<file path="src/rtl/rat_io_responder_if.sv">
`default_nettype none
// ============================================================================
// Module      : rat_io_responder_if
// Description : MCU port I/O bus between the MCU (master) and a peripheral
//               responder (slave).
//   PORT_ID      port address from the MCU
//   OUT_PORT     write data from the MCU
//   IO_STRB      one-cycle write strobe from the MCU
//   IN_PORT      read data returned to the MCU (combinational)
//   INTERUPT_OUT level interrupt request to the MCU
// Revision    : 1.0 - initial release
// ============================================================================
interface rat_io_responder_if;
    logic [7:0] PORT_ID;
    logic [7:0] OUT_PORT;
    logic       IO_STRB;
    logic [7:0] IN_PORT;
    logic       INTERUPT_OUT;

    modport master (
        output PORT_ID,
        output OUT_PORT,
        output IO_STRB,
        input  IN_PORT,
        input  INTERUPT_OUT
    );

    modport slave (
        input  PORT_ID,
        input  OUT_PORT,
        input  IO_STRB,
        output IN_PORT,
        output INTERUPT_OUT
    );
endinterface
`default_nettype wire

</file>
<file path="src/rtl/rat_io_responder.sv">
`default_nettype none
// ============================================================================
// Module      : rat_io_responder
// Description : Peripheral-side responder for the MCU port I/O bus. Holds the
//               LED and seven-segment registers, debounces a button into a
//               latched interrupt, and buffers an external byte stream in a
//               small FIFO that the CPU reads and pops through ports.
// Ports       :
//   CLK        system clock (shared with the MCU)
//   RESET_N    asynchronous active-low reset
//   bus        MCU port bus (slave modport): PORT_ID/OUT_PORT/IO_STRB in,
//              IN_PORT/INTERUPT_OUT out
//   SWITCHES   slide switches, readable on port 0x20
//   BTN_RAW    asynchronous button input
//   RX_DATA    incoming byte, RX_VALID producer valid, RX_READY = !full
//   LEDS       LED register (port 0x40)
//   SSEG_VAL   seven-segment value register (port 0x81)
// Options     : define RAT_IO_READBACK_EN to make ports 0x40/0x81 readable.
// Revision    : 1.0 - initial release
// ============================================================================
module rat_io_responder #(
    parameter int FIFO_DEPTH      = 8,
    parameter int DEBOUNCE_CYCLES = 16
) (
    input  logic                     CLK,
    input  logic                     RESET_N,
    rat_io_responder_if.slave        bus,
    input  logic [7:0]               SWITCHES,
    input  logic                     BTN_RAW,
    input  logic [7:0]               RX_DATA,
    input  logic                     RX_VALID,
    output logic                     RX_READY,
    output logic [7:0]               LEDS,
    output logic [7:0]               SSEG_VAL
);

    localparam int c_AW = $clog2(FIFO_DEPTH);
    localparam int c_CW = c_AW + 1;
    localparam int c_DW = $clog2(DEBOUNCE_CYCLES + 1);

    localparam logic [c_CW-1:0] c_FULL_COUNT = c_CW'(FIFO_DEPTH);
    localparam logic [c_DW-1:0] c_DB_LAST    = c_DW'(DEBOUNCE_CYCLES - 1);

    localparam logic [7:0] c_PORT_SWITCHES = 8'h20;
    localparam logic [7:0] c_PORT_FIFO_RD  = 8'h30;
    localparam logic [7:0] c_PORT_FIFO_ST  = 8'h31;
    localparam logic [7:0] c_PORT_IRQ_ST   = 8'h32;
    localparam logic [7:0] c_PORT_FIFO_POP = 8'h33;
    localparam logic [7:0] c_PORT_LEDS     = 8'h40;
    localparam logic [7:0] c_PORT_SSEG     = 8'h81;
    localparam logic [7:0] c_PORT_IRQ_CTL  = 8'hF0;

    // ------------------------------------------------------------------
    // Write decode
    // ------------------------------------------------------------------
    logic w_wr_leds, w_wr_sseg, w_wr_irq, w_wr_pop;

    assign w_wr_leds = bus.IO_STRB && (bus.PORT_ID == c_PORT_LEDS);
    assign w_wr_sseg = bus.IO_STRB && (bus.PORT_ID == c_PORT_SSEG);
    assign w_wr_irq  = bus.IO_STRB && (bus.PORT_ID == c_PORT_IRQ_CTL);
    assign w_wr_pop  = bus.IO_STRB && (bus.PORT_ID == c_PORT_FIFO_POP);

    logic [7:0] r_leds, r_sseg;

    always_ff @(posedge CLK or negedge RESET_N) begin
        if (!RESET_N) begin
            r_leds <= 8'h00;
            r_sseg <= 8'h00;
        end else begin
            if (w_wr_leds) r_leds <= bus.OUT_PORT;
            if (w_wr_sseg) r_sseg <= bus.OUT_PORT;
        end
    end

    assign LEDS     = r_leds;
    assign SSEG_VAL = r_sseg;

    // ------------------------------------------------------------------
    // Receive FIFO
    // ------------------------------------------------------------------
    logic [7:0]      r_mem [FIFO_DEPTH];
    logic [c_AW-1:0] r_wr_ptr, r_rd_ptr;
    logic [c_CW-1:0] r_count;
    logic            w_empty, w_full, w_push, w_pop;
    logic [7:0]      w_head;

    assign w_empty  = (r_count == '0);
    assign w_full   = (r_count == c_FULL_COUNT);
    assign RX_READY = !w_full;
    assign w_push   = RX_VALID && !w_full;
    assign w_pop    = w_wr_pop && !w_empty;
    assign w_head   = w_empty ? 8'h00 : r_mem[r_rd_ptr];

    // Storage carries no reset; the empty flag masks stale contents.
    always_ff @(posedge CLK) begin
        if (w_push) r_mem[r_wr_ptr] <= RX_DATA;
    end

    always_ff @(posedge CLK or negedge RESET_N) begin
        if (!RESET_N) begin
            r_wr_ptr <= '0;
            r_rd_ptr <= '0;
            r_count  <= '0;
        end else begin
            if (w_push) r_wr_ptr <= r_wr_ptr + c_AW'(1);
            if (w_pop)  r_rd_ptr <= r_rd_ptr + c_AW'(1);
            // Simultaneous push and pop leaves the count unchanged.
            case ({w_push, w_pop})
                2'b10:   r_count <= r_count + c_CW'(1);
                2'b01:   r_count <= r_count - c_CW'(1);
                default: r_count <= r_count;
            endcase
        end
    end

    // ------------------------------------------------------------------
    // Button synchronizer and debounce
    // ------------------------------------------------------------------
    logic            r_btn_meta, r_btn_sync, r_btn_db;
    logic [c_DW-1:0] r_db_cnt;
    logic            w_db_flip, w_db_rise;

    // The debounced value flips on the DEBOUNCE_CYCLES-th consecutive
    // differing sample.
    assign w_db_flip = (r_btn_sync != r_btn_db) && (r_db_cnt == c_DB_LAST);
    assign w_db_rise = w_db_flip && r_btn_sync;

    always_ff @(posedge CLK or negedge RESET_N) begin
        if (!RESET_N) begin
            r_btn_meta <= 1'b0;
            r_btn_sync <= 1'b0;
            r_btn_db   <= 1'b0;
            r_db_cnt   <= '0;
        end else begin
            r_btn_meta <= BTN_RAW;
            r_btn_sync <= r_btn_meta;
            if (r_btn_sync == r_btn_db) begin
                r_db_cnt <= '0;
            end else if (w_db_flip) begin
                r_btn_db <= r_btn_sync;
                r_db_cnt <= '0;
            end else begin
                r_db_cnt <= r_db_cnt + c_DW'(1);
            end
        end
    end

    // ------------------------------------------------------------------
    // Interrupt control
    // ------------------------------------------------------------------
    logic r_btn_pending, r_mask_btn, r_mask_fifo, r_irq;

    always_ff @(posedge CLK or negedge RESET_N) begin
        if (!RESET_N) begin
            r_btn_pending <= 1'b0;
            r_mask_btn    <= 1'b0;
            r_mask_fifo   <= 1'b0;
            r_irq         <= 1'b0;
        end else begin
            // A new button edge wins over an acknowledge in the same cycle.
            if (w_db_rise)
                r_btn_pending <= 1'b1;
            else if (w_wr_irq && bus.OUT_PORT[0])
                r_btn_pending <= 1'b0;
            if (w_wr_irq) begin
                r_mask_btn  <= bus.OUT_PORT[1];
                r_mask_fifo <= bus.OUT_PORT[2];
            end
            r_irq <= (r_btn_pending && r_mask_btn) || (!w_empty && r_mask_fifo);
        end
    end

    assign bus.INTERUPT_OUT = r_irq;

    // ------------------------------------------------------------------
    // Read mux: combinational, the MCU samples it in its execute cycle.
    // ------------------------------------------------------------------
    always_comb begin
        bus.IN_PORT = 8'h00;
        case (bus.PORT_ID)
            c_PORT_SWITCHES: bus.IN_PORT = SWITCHES;
            c_PORT_FIFO_RD:  bus.IN_PORT = w_head;
            c_PORT_FIFO_ST:  bus.IN_PORT = {w_full, w_empty, 6'(r_count)};
            c_PORT_IRQ_ST:   bus.IN_PORT = {5'b0, r_mask_fifo, r_mask_btn, r_btn_pending};
`ifdef RAT_IO_READBACK_EN
            c_PORT_LEDS:     bus.IN_PORT = r_leds;
            c_PORT_SSEG:     bus.IN_PORT = r_sseg;
`endif
            default:         bus.IN_PORT = 8'h00;
        endcase
    end

endmodule
`default_nettype wire

</file>
<file path="src/flat_wrapper.sv">
// flat-port wrapper written by rule: the top's interface ports become plain ports
module rat_io_responder_flat 
#(
    parameter int FIFO_DEPTH      = 8,
    parameter int DEBOUNCE_CYCLES = 16
)
  (CLK, RESET_N, SWITCHES, BTN_RAW, RX_DATA, RX_VALID, RX_READY, LEDS, SSEG_VAL, bus_PORT_ID, bus_OUT_PORT, bus_IO_STRB, bus_IN_PORT, bus_INTERUPT_OUT);
  rat_io_responder_if bus_i ();
  input  logic CLK;
  input  logic RESET_N;
  input  logic [7:0] SWITCHES;
  input  logic BTN_RAW;
  input  logic [7:0] RX_DATA;
  input  logic RX_VALID;
  output logic RX_READY;
  output logic [7:0] LEDS;
  output logic [7:0] SSEG_VAL;
  input wire logic [$bits(bus_i.PORT_ID)-1:0] bus_PORT_ID;
  input wire logic [$bits(bus_i.OUT_PORT)-1:0] bus_OUT_PORT;
  input wire logic [$bits(bus_i.IO_STRB)-1:0] bus_IO_STRB;
  output wire logic [$bits(bus_i.IN_PORT)-1:0] bus_IN_PORT;
  output wire logic [$bits(bus_i.INTERUPT_OUT)-1:0] bus_INTERUPT_OUT;
  assign bus_i.PORT_ID = bus_PORT_ID;
  assign bus_i.OUT_PORT = bus_OUT_PORT;
  assign bus_i.IO_STRB = bus_IO_STRB;
  assign bus_IN_PORT = bus_i.IN_PORT;
  assign bus_INTERUPT_OUT = bus_i.INTERUPT_OUT;
  rat_io_responder #(.FIFO_DEPTH(FIFO_DEPTH), .DEBOUNCE_CYCLES(DEBOUNCE_CYCLES)) u_core (.CLK(CLK), .RESET_N(RESET_N), .bus(bus_i), .SWITCHES(SWITCHES), .BTN_RAW(BTN_RAW), .RX_DATA(RX_DATA), .RX_VALID(RX_VALID), .RX_READY(RX_READY), .LEDS(LEDS), .SSEG_VAL(SSEG_VAL));
endmodule
</file>
<file path="config.mk">
export PLATFORM = sky130hd
export DESIGN_NAME = rat_io_responder_flat
export DESIGN_NICKNAME = d
export VERILOG_FILES = /design/src/rtl/rat_io_responder_if.sv /design/src/rtl/rat_io_responder.sv /design/src/flat_wrapper.sv
export SDC_FILE = /design/constraint.sdc
export NUM_CORES = 1
export LEC_CHECK = 0
export ABC_AREA = 1
export BUFFER_PORTS_ARGS = -buffer_cell sky130_fd_sc_hd__buf_2
export CORE_MARGIN = 2
export CORE_UTILIZATION = 52
export CTS_CLUSTER_DIAMETER = 120
export CTS_CLUSTER_SIZE = 25
export DETAILED_ROUTE_END_ITERATION = 10
export PLACE_DENSITY = 0.76
export SETUP_SLACK_MARGIN = 0.4
export SLEW_MARGIN = 30
export SYNTH_ARGS = -nofsm -noshare
export SYNTH_HDL_FRONTEND = slang
export SYNTH_SLANG_ARGS = --single-unit
export TNS_END_PERCENT = 100
</file>
<file path="constraint.sdc">
create_clock -name CLK -period 2 [get_ports CLK]
set_input_delay 0.5 -clock CLK [delete_from_list [all_inputs] [get_ports CLK]]
set_output_delay 0.5 -clock CLK [all_outputs]
set_load 0.02 [all_outputs]
</file>
==> impl_metrics.toml <==
[setup_path]
worstPathRequired_ns = 1.50
cp_max_fo = 10
start_kind = "flip-flop"
r2r_end = "u_core.r_count[3]"
reg2reg_depth = 12
r2r_start = "u_core.r_count[1]"
crit_type = "reg -> out"
crit_arrival_ns = 1.65
reg2reg_slack_ns = 0.14
endpoint_kind = "output pin"

[timing]
fin_worst_skew_ns = 0.0114
fmax_ghz = 0.466
hold_viol = 0
fin_crit_ns = 2.15
max_slew_margin = 0.712
finalMaxSlewViolations = 0
rsz0062_at_grt = "yes"
worst_pin_slew_ns = 0.431
fin_crit_sh = 1.07
whs_ns = 0.235
worst_slack_ns = -0.146
setup_viol = 8

[worst_hold_path]
hold_depth = 1
min_from = "BTN_RAW"
whs_endpoint = "u_core.r_btn_meta"
hold_path_class = "in -> reg"

[power]
internal_power_mw = 3.71
combPwrFrac = 0.263
power_mw = 5.35
p_sw_mw = 1.65
max-vdd-ir-drop_mv = 0.513
seqPwrFrac = 0.496
switching_share = 0.308
clock_power_share = 0.240
cellPowerDensity_nw_per_um2 = 865
leakagePower_nw = 2.92

[floorplan]
die_area_sq_um = 10000
start_util = 0.526
die_height_microns = 100
rows = 35
core_area_sq_um = 9110
fp.dieW_microns = 100
ios = 63

[synthesis]
yosys-top-cells-count = "nand2_1, inv_1, nand3_1, edfxtp_1, dfrtp_1"
seq_area_frac_synth = 0.599
ys.flop_type = "edfxtp_1"
yosysWarnings = 0
synth.largest_area_cell = "edfxtp_1"
synth_top_area_share = 0.401
postSynthAreaPerCell_sq_um = 9.46
synth.distinct_cells = 33
syn_nets = 551
yosysMostFrequentCell = "nand2_1"
synth_area_leaders = "edfxtp_1, dfrtp_1, nand2_1"
synth_edf_count = 64
synth_area_sq_um = 4790
synth-seq-cells = 102
postSynthCellCount = 507
synthArstFlopShare = 0.373

[clock_network]
cts_sinks = 102
clock_path_buffers = 2
cts_buffers = 9
htree_levels = 3
clock-root-buffer = "clkbuf_8"
cts_tree = "done"
clk_pin_slew_ns = 0.10
clk_latency_ns = 0.36

[run_status]
status = "complete, but fails checks"
violations = "negative setup slack"

[grt]
grt_overflow = 0
first_global_vias = 3668
grt_max_degree = 35
track_usage = 0.232
antenna_found_initial = 0
grt_pass1_wl_microns = 17500

[finish]
area_growth_pct = 29.0
nNetsFinal = 652
drive_gt1_frac = 0.316
diodes = 0

[route]
detail_route.vias_per_cell = 5.10
drt_iter0_markers = 290
first_pass_iters = 5
wl_microns = 11200
routedWlPerCell_microns = 15.5
drc = 0
antenna_left = 0
vias = 3693

[place]
gp_congestion = 0.817
place_hpwl_microns = 7440
port_buffers = 62

[job]
drv_cap = 0
-- power by group through the flow --
stage	logic, mW	registers [mW]	clock network, mW
after floorplan	0.669	2.70	0
after global placement	1.00	2.68	0
after detailed placement	1.05	2.70	0
after CTS	1.33	2.65	1.30
after global routing	1.53	2.67	1.39
final	1.41	2.66	1.29
-- critical path, cell delays in order, from the launching register on --
cell and delay [ns]:
dfrtp_2 0.43, clkinv_4 0.11, clkbuf_16 0.18, nand2_1 0.07, nand3_1 0.10, nand3_2 0.11, nand3_2 0.08, nand2_2 0.09
buf_6 0.12
-- cells in the final DEF (no fill, tap or decap), drive strengths merged, types with 3 or more instances in the layout --
master and instances:
xor2 4, nor2 29, dfrtp 38, edfxtp 64
buf 101, inv 86, nor3 3, clkbuf 12
ha 6, nand3 69, nand2 158, o21ai 27
-- layer usage --
layer,GRT usage,up-vias,part of all wire,routed length (microns)
li1,-,1824,-,-
met1,0.295,1721,0.39,4390
met2,0.391,129,0.53,5950
met3,0.0418,19,0.063,708
met4,0.102,0,0.017,196
met5,0,-,0,0
-- timing repair --
action                                 CTS  global route
setup endpoints to repair               76            76
pin swaps                               11             3
endpoints found under the hold margin    2             0
gates cloned                             0             2
resized for setup                       28            19
hold buffers                             1             0
buffers inserted                        16             1
-- state kept, by name, summed over array words and instances, names as in the netlist --
name / cells
u_core.r_mask_btn: 1
u_core.r_db_cnt: 5
u_core.SSEG_VAL: 8
u_core.LEDS: 8
u_core.r_mask_fifo: 1
u_core.r_wr_ptr: 3
u_core.r_count: 4
u_core.bus.INTERUPT_OUT: 1
u_core.r_btn_sync: 1
u_core.r_btn_meta: 1
u_core.r_rd_ptr: 3
u_core.r_btn_pending: 1
u_core.r_mem: 64
u_core.r_btn_db: 1
-- final cells by class --
type | instances | area [sq um]
flip-flops and latches | 102 | 2880
fillers | 663 | 2930
well taps | 111 | 139
clock buffers | 10 | 128
repair buffers | 104 | 875
clock inverters | 6 | 68.8
inverters | 85 | 352
multi-input cells | 306 | 1750
-- worst max-delay path by stage --
stage,start,cells after the start,end
floorplan,bus_PORT_ID[6],9,u_core.r_count[1]
finish,u_core.r_rd_ptr[0],8,bus_IN_PORT[5]
global route,u_core.r_rd_ptr[0],9,bus_IN_PORT[7]
global placement,bus_PORT_ID[6],9,bus_IN_PORT[6]
detailed placement,bus_PORT_ID[6],9,bus_IN_PORT[6]
CTS,u_core.r_rd_ptr[0],9,bus_IN_PORT[6]
-- cells by family after synthesis --
kind of cell / Yosys count / share of synthesized area
buf+inv: 99 / 0.0845
simple gates: 263 / 0.242
fa+ha+maj: 7 / 0.0198
xor+xnor: 5 / 0.00913
flops: 102 / 0.599
compound gates: 31 / 0.0454
-- per-stage QoR --
step	cells	instance area (sq um)	setup slack, ns	utilization	TNS, ns
2_1_floorplan	507	4940	0.0947	-	0
3_3_place_gp	688	5520	-0.0843	0.606	-0.400
3_5_place_dp	688	5520	-0.101	0.606	-0.618
4_1_cts	721	6050	-0.151	0.665	-1.05
5_1_grt	724	6180	-0.252	0.679	-1.61
6_report	724	6180	-0.146	0.679	-0.886
Note: power is estimated with default switching activity, not from simulation.
